`src/rtl/card_dealer.sv`:
```
// Card source for the blackjack datapath: deals NUM_CARDS cards per request, one per clock,
// from a Galois LFSR (BASE) or per-mode scripts. Optional shoe tracking with `define DECK_TRACK_EN.
module card_dealer #(
  parameter int          NUM_CARDS = 2,
  parameter logic [15:0] SEED      = 16'hACE1,
  parameter int          CARD_W    = 4
) (
  input  logic                        clk,
  input  logic                        reset,
  input  logic                        req,
  input  logic [2:0]                  mode,
  output logic                        busy,
  output logic                        valid,
  output logic [NUM_CARDS*CARD_W-1:0] cards,
  output logic [5:0]                  cards_left
);

  localparam int KW = (NUM_CARDS > 1) ? $clog2(NUM_CARDS) : 1;

  localparam logic [1:0] S_IDLE = 2'd0;
  localparam logic [1:0] S_DRAW = 2'd1;
  localparam logic [1:0] S_DONE = 2'd2;

  localparam logic [2:0] M_BASE      = 3'd0;
  localparam logic [2:0] M_SIMPLE    = 3'd1;
  localparam logic [2:0] M_DOUBLE    = 3'd2;
  localparam logic [2:0] M_BLACKJACK = 3'd3;
  localparam logic [2:0] M_SPLIT     = 3'd4;

  logic [1:0]                         state;
  logic [2:0]                         mode_q;
  logic [KW-1:0]                      k;
  logic [15:0]                        lfsr, lfsr_nxt;
  logic [2:0]                         ptr_simple, ptr_split;
  logic [1:0]                         ptr_double, ptr_bj;
  logic [NUM_CARDS-1:0][CARD_W-1:0]   card_q;
  logic [3:0]                         rank, wr_val;
  logic                               rank_ok, wr_en, last_card;

`ifdef DECK_TRACK_EN
  logic [2:0] rank_cnt [16];
  logic [5:0] shoe_left;
  assign cards_left = shoe_left;
`else
  assign cards_left = 6'd52;
`endif

  assign cards     = card_q;
  assign last_card = (k == KW'(NUM_CARDS - 1));

  function automatic logic [3:0] simple_card(input logic [2:0] p);
    case (p)
      3'd0:    return 4'd10;
      3'd1:    return 4'd8;
      3'd2:    return 4'd4;
      3'd3:    return 4'd6;
      default: return 4'd4;
    endcase
  endfunction

  function automatic logic [3:0] double_card(input logic [1:0] p);
    case (p)
      2'd0:    return 4'd10;
      2'd1:    return 4'd8;
      default: return 4'd2;
    endcase
  endfunction

  function automatic logic [3:0] bj_card(input logic [1:0] p);
    case (p)
      2'd0:    return 4'd10;
      2'd1:    return 4'd1;
      2'd2:    return 4'd8;
      default: return 4'd9;
    endcase
  endfunction

  function automatic logic [3:0] split_card(input logic [2:0] p);
    case (p)
      3'd0:    return 4'd10;
      3'd1:    return 4'd10;
      3'd2:    return 4'd9;
      3'd3:    return 4'd8;
      3'd4:    return 4'd8;
      3'd5:    return 4'd4;
      3'd6:    return 4'd8;
      default: return 4'd2;
    endcase
  endfunction

  // Candidate rank comes from the current LFSR value; the register steps every BASE draw cycle.
  always_comb begin
    rank     = lfsr[3:0];
    lfsr_nxt = {1'b0, lfsr[15:1]} ^ (lfsr[0] ? 16'hB400 : 16'h0000);
    rank_ok  = (rank != 4'd0) && (rank <= 4'd13);
`ifdef DECK_TRACK_EN
    rank_ok  = rank_ok && (rank_cnt[rank] != 3'd0);
`endif
    wr_en  = 1'b1;
    wr_val = 4'd0;
    case (mode_q)
      M_BASE: begin
        wr_en  = rank_ok;
        wr_val = (rank > 4'd10) ? 4'd10 : rank;
      end
      M_SIMPLE:    wr_val = simple_card(ptr_simple);
      M_DOUBLE:    wr_val = double_card(ptr_double);
      M_BLACKJACK: wr_val = bj_card(ptr_bj);
      M_SPLIT:     wr_val = split_card(ptr_split);
      default:     wr_val = 4'd0;
    endcase
  end

  always_ff @(posedge clk or posedge reset) begin
    if (reset) begin
      state      <= S_IDLE;
      mode_q     <= M_BASE;
      k          <= '0;
      busy       <= 1'b0;
      valid      <= 1'b0;
      card_q     <= '0;
      lfsr       <= SEED;
      ptr_simple <= '0;
      ptr_double <= '0;
      ptr_bj     <= '0;
      ptr_split  <= '0;
`ifdef DECK_TRACK_EN
      shoe_left  <= 6'd52;
      for (int i = 0; i < 16; i++) rank_cnt[i] <= 3'd4;
`endif
    end else begin
      case (state)
        S_IDLE: begin
          if (req) begin
            mode_q <= mode;
            card_q <= '0;
            busy   <= 1'b1;
            k      <= '0;
            state  <= S_DRAW;
`ifdef DECK_TRACK_EN
            if (shoe_left < 6'(NUM_CARDS)) begin
              shoe_left <= 6'd52;
              for (int i = 0; i < 16; i++) rank_cnt[i] <= 3'd4;
            end
`endif
          end
        end
        S_DRAW: begin
          if (mode_q == M_BASE) lfsr <= lfsr_nxt;
          if (wr_en) begin
            for (int i = 0; i < NUM_CARDS; i++)
              if (k == KW'(i)) card_q[i] <= CARD_W'(wr_val);
            case (mode_q)
              M_SIMPLE:    ptr_simple <= (ptr_simple == 3'd4) ? 3'd0 : ptr_simple + 3'd1;
              M_DOUBLE:    ptr_double <= (ptr_double == 2'd2) ? 2'd0 : ptr_double + 2'd1;
              M_BLACKJACK: ptr_bj     <= ptr_bj + 2'd1;
              M_SPLIT:     ptr_split  <= ptr_split + 3'd1;
              default:     ;
            endcase
`ifdef DECK_TRACK_EN
            if (mode_q == M_BASE) begin
              rank_cnt[rank] <= rank_cnt[rank] - 3'd1;
              shoe_left      <= shoe_left - 6'd1;
            end
`endif
            if (last_card) begin
              state <= S_DONE;
              busy  <= 1'b0;
              valid <= 1'b1;
            end else begin
              k <= k + KW'(1);
            end
          end
        end
        S_DONE: begin
          valid <= 1'b0;
          state <= S_IDLE;
        end
        default: state <= S_IDLE;
      endcase
    end
  end

endmodule

```
`config.mk`:
```
export PLATFORM = sky130hd
export DESIGN_NAME = card_dealer
export DESIGN_NICKNAME = d
export VERILOG_FILES = /design/src/rtl/card_dealer.sv
export SDC_FILE = /design/constraint.sdc
export NUM_CORES = 1
export LEC_CHECK = 0
export ABC_AREA = 1
export BUFFER_PORTS_ARGS = -buffer_cell sky130_fd_sc_hd__buf_2
export CAP_MARGIN = 20
export CELL_PAD_IN_SITES_DETAIL_PLACEMENT = 1
export CELL_PAD_IN_SITES_GLOBAL_PLACEMENT = 1
export CORE_ASPECT_RATIO = 0.75
export CORE_MARGIN = 4
export CORE_UTILIZATION = 44
export DETAILED_ROUTE_END_ITERATION = 7
export PLACE_DENSITY = 0.88
export SYNTH_ARGS = -nofsm -noshare
export SYNTH_HDL_FRONTEND = slang
export SYNTH_SLANG_ARGS = --single-unit
```
`constraint.sdc`:
```
create_clock -name clk -period 2.1 [get_ports clk]
set_clock_uncertainty 0.1 [all_clocks]
set_input_delay 0 -clock clk [delete_from_list [all_inputs] [get_ports clk]]
set_output_delay 0 -clock clk [all_outputs]
set_load 0.05 [all_outputs]
```
==> impl_metrics.yaml <==
route:
  vias: 1746
  detail_route.wirelength_mm: 5.24
  via_per_inst: 4.95
  detail_route.first_pass.iterations: 4
  drt_first_iter_violations: 80
  post-route-drc-count: 0
  final_antenna_net_count: 0
  routedWlPerCell_um: 14.8
clock_network:
  clkLatencyLatePin_ns: 0.30
  clock_tree.htree_level_count: 2
  cts_root_buf: "sky130_fd_sc_hd__clkbuf_8"
  cts_max_path_buffers: 2
  cts_resized: 0
  tritoncts_num_sinks: 42
  cts_made_buffers: 5
  cts.reportedPaths.clkPinSlew_ns: 0.08
  tritoncts: "yes"
  post_cts_setup_inserts: 0
yosys:
  mappedNetlistArea_mm2: 0.00224
  synth_xor_xnor_area_share_pct: 2.35
  synth-main-ff-cell: "sky130_fd_sc_hd__dfrtp_1"
  mean_instance_size_in_the_synthesized_netlist_um2: 8.29
  netlist.top_cell.by_area: "sky130_fd_sc_hd__dfrtp_1"
  synth_largest_type_area_fraction_pct: 38.0
  synth_top_family_by_area: "simple AND/OR/NAND/NOR gates"
  seq_total_area_yosys_pct: 47.4
  synth-adder-area-share_pct: 6.71
  synth-simple-area-share_pct: 26.7
  ys_types: 27
  synth-compound-area-share_pct: 7.77
  synth-warning-count: 0
  synth_cells: 270
  share_of_flip_flops_with_an_asynchronous_set_or_reset_pct: 100
  yosys_register_bits: 42
  synthTopCellsByArea: "sky130_fd_sc_hd__dfrtp_1 38%, sky130_fd_sc_hd__nand2_1 15%, sky130_fd_sc_hd__dfstp_2 9.4%, sky130_fd_sc_hd__ha_1 6.7%, sky130_fd_sc_hd__inv_1 4.7%"
  synth.mux.area_fraction_pct: 0
  synth_enable_flop_cells: 0
worst_setup_path:
  r2r_end: "lfsr[9]"
  worst-path-stages: 7
  path_cells: "inv_1 > nor2_4 > inv_2 > nor2_4 > inv_4 > nand2_1 > o21ai_2"
  crit_fanout: 17
  critical_path_s_slowest_cell: "sky130_fd_sc_hd__dfrtp_1"
  worst_r2r_startpoint: "state[0]"
  ff2ff_setup_slack_ns: 0.36
  critical_path_arrival_ns: 1.83
  crit_path_end: "lfsr[9]"
  startpoint_type: "flip-flop"
  critical-path-top-cell-by-count: "sky130_fd_sc_hd__nor2_4"
  reg2reg_depth: 7
  critical-path-top-delay-family: "simple AND/OR/NAND/NOR gates"
  timing.setup.critical_path_class: "reg2reg"
  critPathMaxStageDelay_ns: 0.40
  cp.required_ns: 2.19
  origin_of_the_worst_setup_path: "state[0]"
  worst_setup_path_end_kind: "flip-flop"
  worst-path-buf-inv: 3
die:
  die_area_mm2: 0.00630
  ioPinCount: 22
  num_rows: 22
  die_x_extent_um: 90.3
  initial_core_utilization_pct: 45.7
  die_y_um: 69.8
  coreArea_mm2: 0.00490
power_and_ir_drop:
  totalPowerFinal_mw: 3.57
  p_leak_nw: 1.30
  power_per_cell_area_mw_per_mm2: 1420
  max-vdd-ir-drop_mv: 0.589
sta:
  tightestPinTransition_ns: 0.544
  min_period_over_period_pct: 82.8
  setup_viol: 0
  tns_ns: 0
  fmaxAchievable_mhz: 575
  hold_violations: 0
  finalCriticalPeriod_ns: 1.74
  timing.final.max_slew_violations: 0
  worst_slew_margin_rel_pct: 63.8
  rsz0062_at_grt: "no"
  worst_slack_ns: 0.362
worst_hold_path:
  worst_hold_path_type: "in2reg"
  hold_path_depth: 4
place:
  io_buffer_count: 15
  place_area_mm2: 0.00234
  gp_congestion: 0.930
  dp.final_hpwl_mm: 3.87
  post_place_worst_slack_ns: 0.379
global_routing:
  grt_pass1_wl_mm: 9.12
  first_global_vias: 1894
  grt_max_degree: 43
  groute.usage.overall_pct: 18.2
  grt-ovfl-total: 0
  number_of_antenna_violations_at_the_first_check_in_global_routing: 0
layout:
  mostFrequentLayoutCell: "sky130_fd_sc_hd__nand2_1"
  layout-drive-gt1-share_pct: 18.1
  area_growth_pct: 12.8
  nNetsFinal: 310
  postLayoutCellArea_mm2: 0.00252
  most-common-layout-cells: "91 x sky130_fd_sc_hd__nand2_1, 34 x sky130_fd_sc_hd__dfrtp_1, 28 x sky130_fd_sc_hd__inv_1, 19 x sky130_fd_sc_hd__nor2_1, 17 x sky130_fd_sc_hd__nand3_1"
  final_core_utilization_pct: 51.5
  layout.filler_cells: 602
  antenna_diode_instance_count: 0
outcome:
  outcome: "completed"
run:
  maxCapViolations: 0
## worst register-to-register path, cell delays in order, from the launching register on
cell and delay [ns]:
sky130_fd_sc_hd__dfrtp_1 0.40, sky130_fd_sc_hd__inv_1 0.10, sky130_fd_sc_hd__nor2_4 0.20, sky130_fd_sc_hd__inv_2 0.14, sky130_fd_sc_hd__nor2_4 0.33, sky130_fd_sc_hd__inv_4 0.17
sky130_fd_sc_hd__nand2_1 0.12, sky130_fd_sc_hd__o21ai_2 0.06
## per-layer routing
layer / track usage (%) / up-vias / wire length (µm)
li1: - / 867 / -
met1: 24.1 / 838 / 2530
met3: 5.31 / 6 / 197
met4: 3.90 / 0 / 38
met5: 0 / - / 0
met2: 29.8 / 35 / 2470
## cell type report
type / instances / area (µm²) / share of cell area [%]
clock buffer: 6 / 82.6 / 3.27
clock inverter: 2 / 60.1 / 2.38
inverter: 33 / 126 / 5.01
multi-input combinational: 190 / 996 / 39.5
sequential: 42 / 1060 / 42.0
tap: 60 / 75.1 / 2.97
timing repair buffer: 20 / 123 / 4.86
## metrics by stage
step,hold slack [ns],cells
CTS,0.0255,353
global placement,0.0604,341
finish,0.0282,353
global route,0.0619,353
detailed placement,0.0701,341
floorplan,0.0210,274
## registers in the layout, indices dropped and copies added (netlist names), 2 cells and up
name / flops
cards: 8
lfsr: 16
mode_q: 3
ptr_bj: 2
ptr_double: 2
ptr_simple: 3
ptr_split: 3
state: 2
## cells by family after synthesis
| family | after synthesis |
|---|---|
| DFF | 42 |
| buffers and inverters | 42 |
| AOI/OAI and AO/OA | 29 |
| and+or+nand+nor | 137 |
| other | 2 |
| adders and majority gates | 12 |
| xor gates and xnor gates | 6 |
## synth_stat cells (2+ instances only)
cell	n
sky130_fd_sc_hd__conb_1	2
sky130_fd_sc_hd__o21ai_1	4
sky130_fd_sc_hd__o21ai_0	11
sky130_fd_sc_hd__nor2_1	19
sky130_fd_sc_hd__nand2_1	91
sky130_fd_sc_hd__nand3_1	17
sky130_fd_sc_hd__o21ai_2	6
sky130_fd_sc_hd__a21oi_1	6
sky130_fd_sc_hd__ha_1	12
sky130_fd_sc_hd__dfrtp_1	34
sky130_fd_sc_hd__buf_4	7
sky130_fd_sc_hd__nand2_2	3
sky130_fd_sc_hd__dfstp_2	8
sky130_fd_sc_hd__nor2_4	3
sky130_fd_sc_hd__inv_1	28
sky130_fd_sc_hd__xor2_1	5
sky130_fd_sc_hd__inv_2	4
## power breakdown
group	switching [mW]	leakage (nW)	total, mW	internal (mW)
registers	0.207	0.523	1.22	1.01
clock network	0.284	0.0714	0.791	0.507
logic	1.14	0.706	1.56	0.427
## how the worst min path moves through the flow
stage	from	to	slack, ns
6_report	req	mode_q[2]	0.03
5_1_grt	req	mode_q[2]	0.06
4_1_cts	req	mode_q[2]	0.03
3_5_place_dp	reset	cards[1]	0.07
3_3_place_gp	reset	cards[1]	0.06
2_1_floorplan	mode[0]	mode_q[0]	0.02
## timing repair
item	in CTS	in global routing
hold endpoints to repair	37	0
hold buffers	4	0
setup endpoints to repair	0	0
Note: power is estimated with default switching activity, not from simulation.
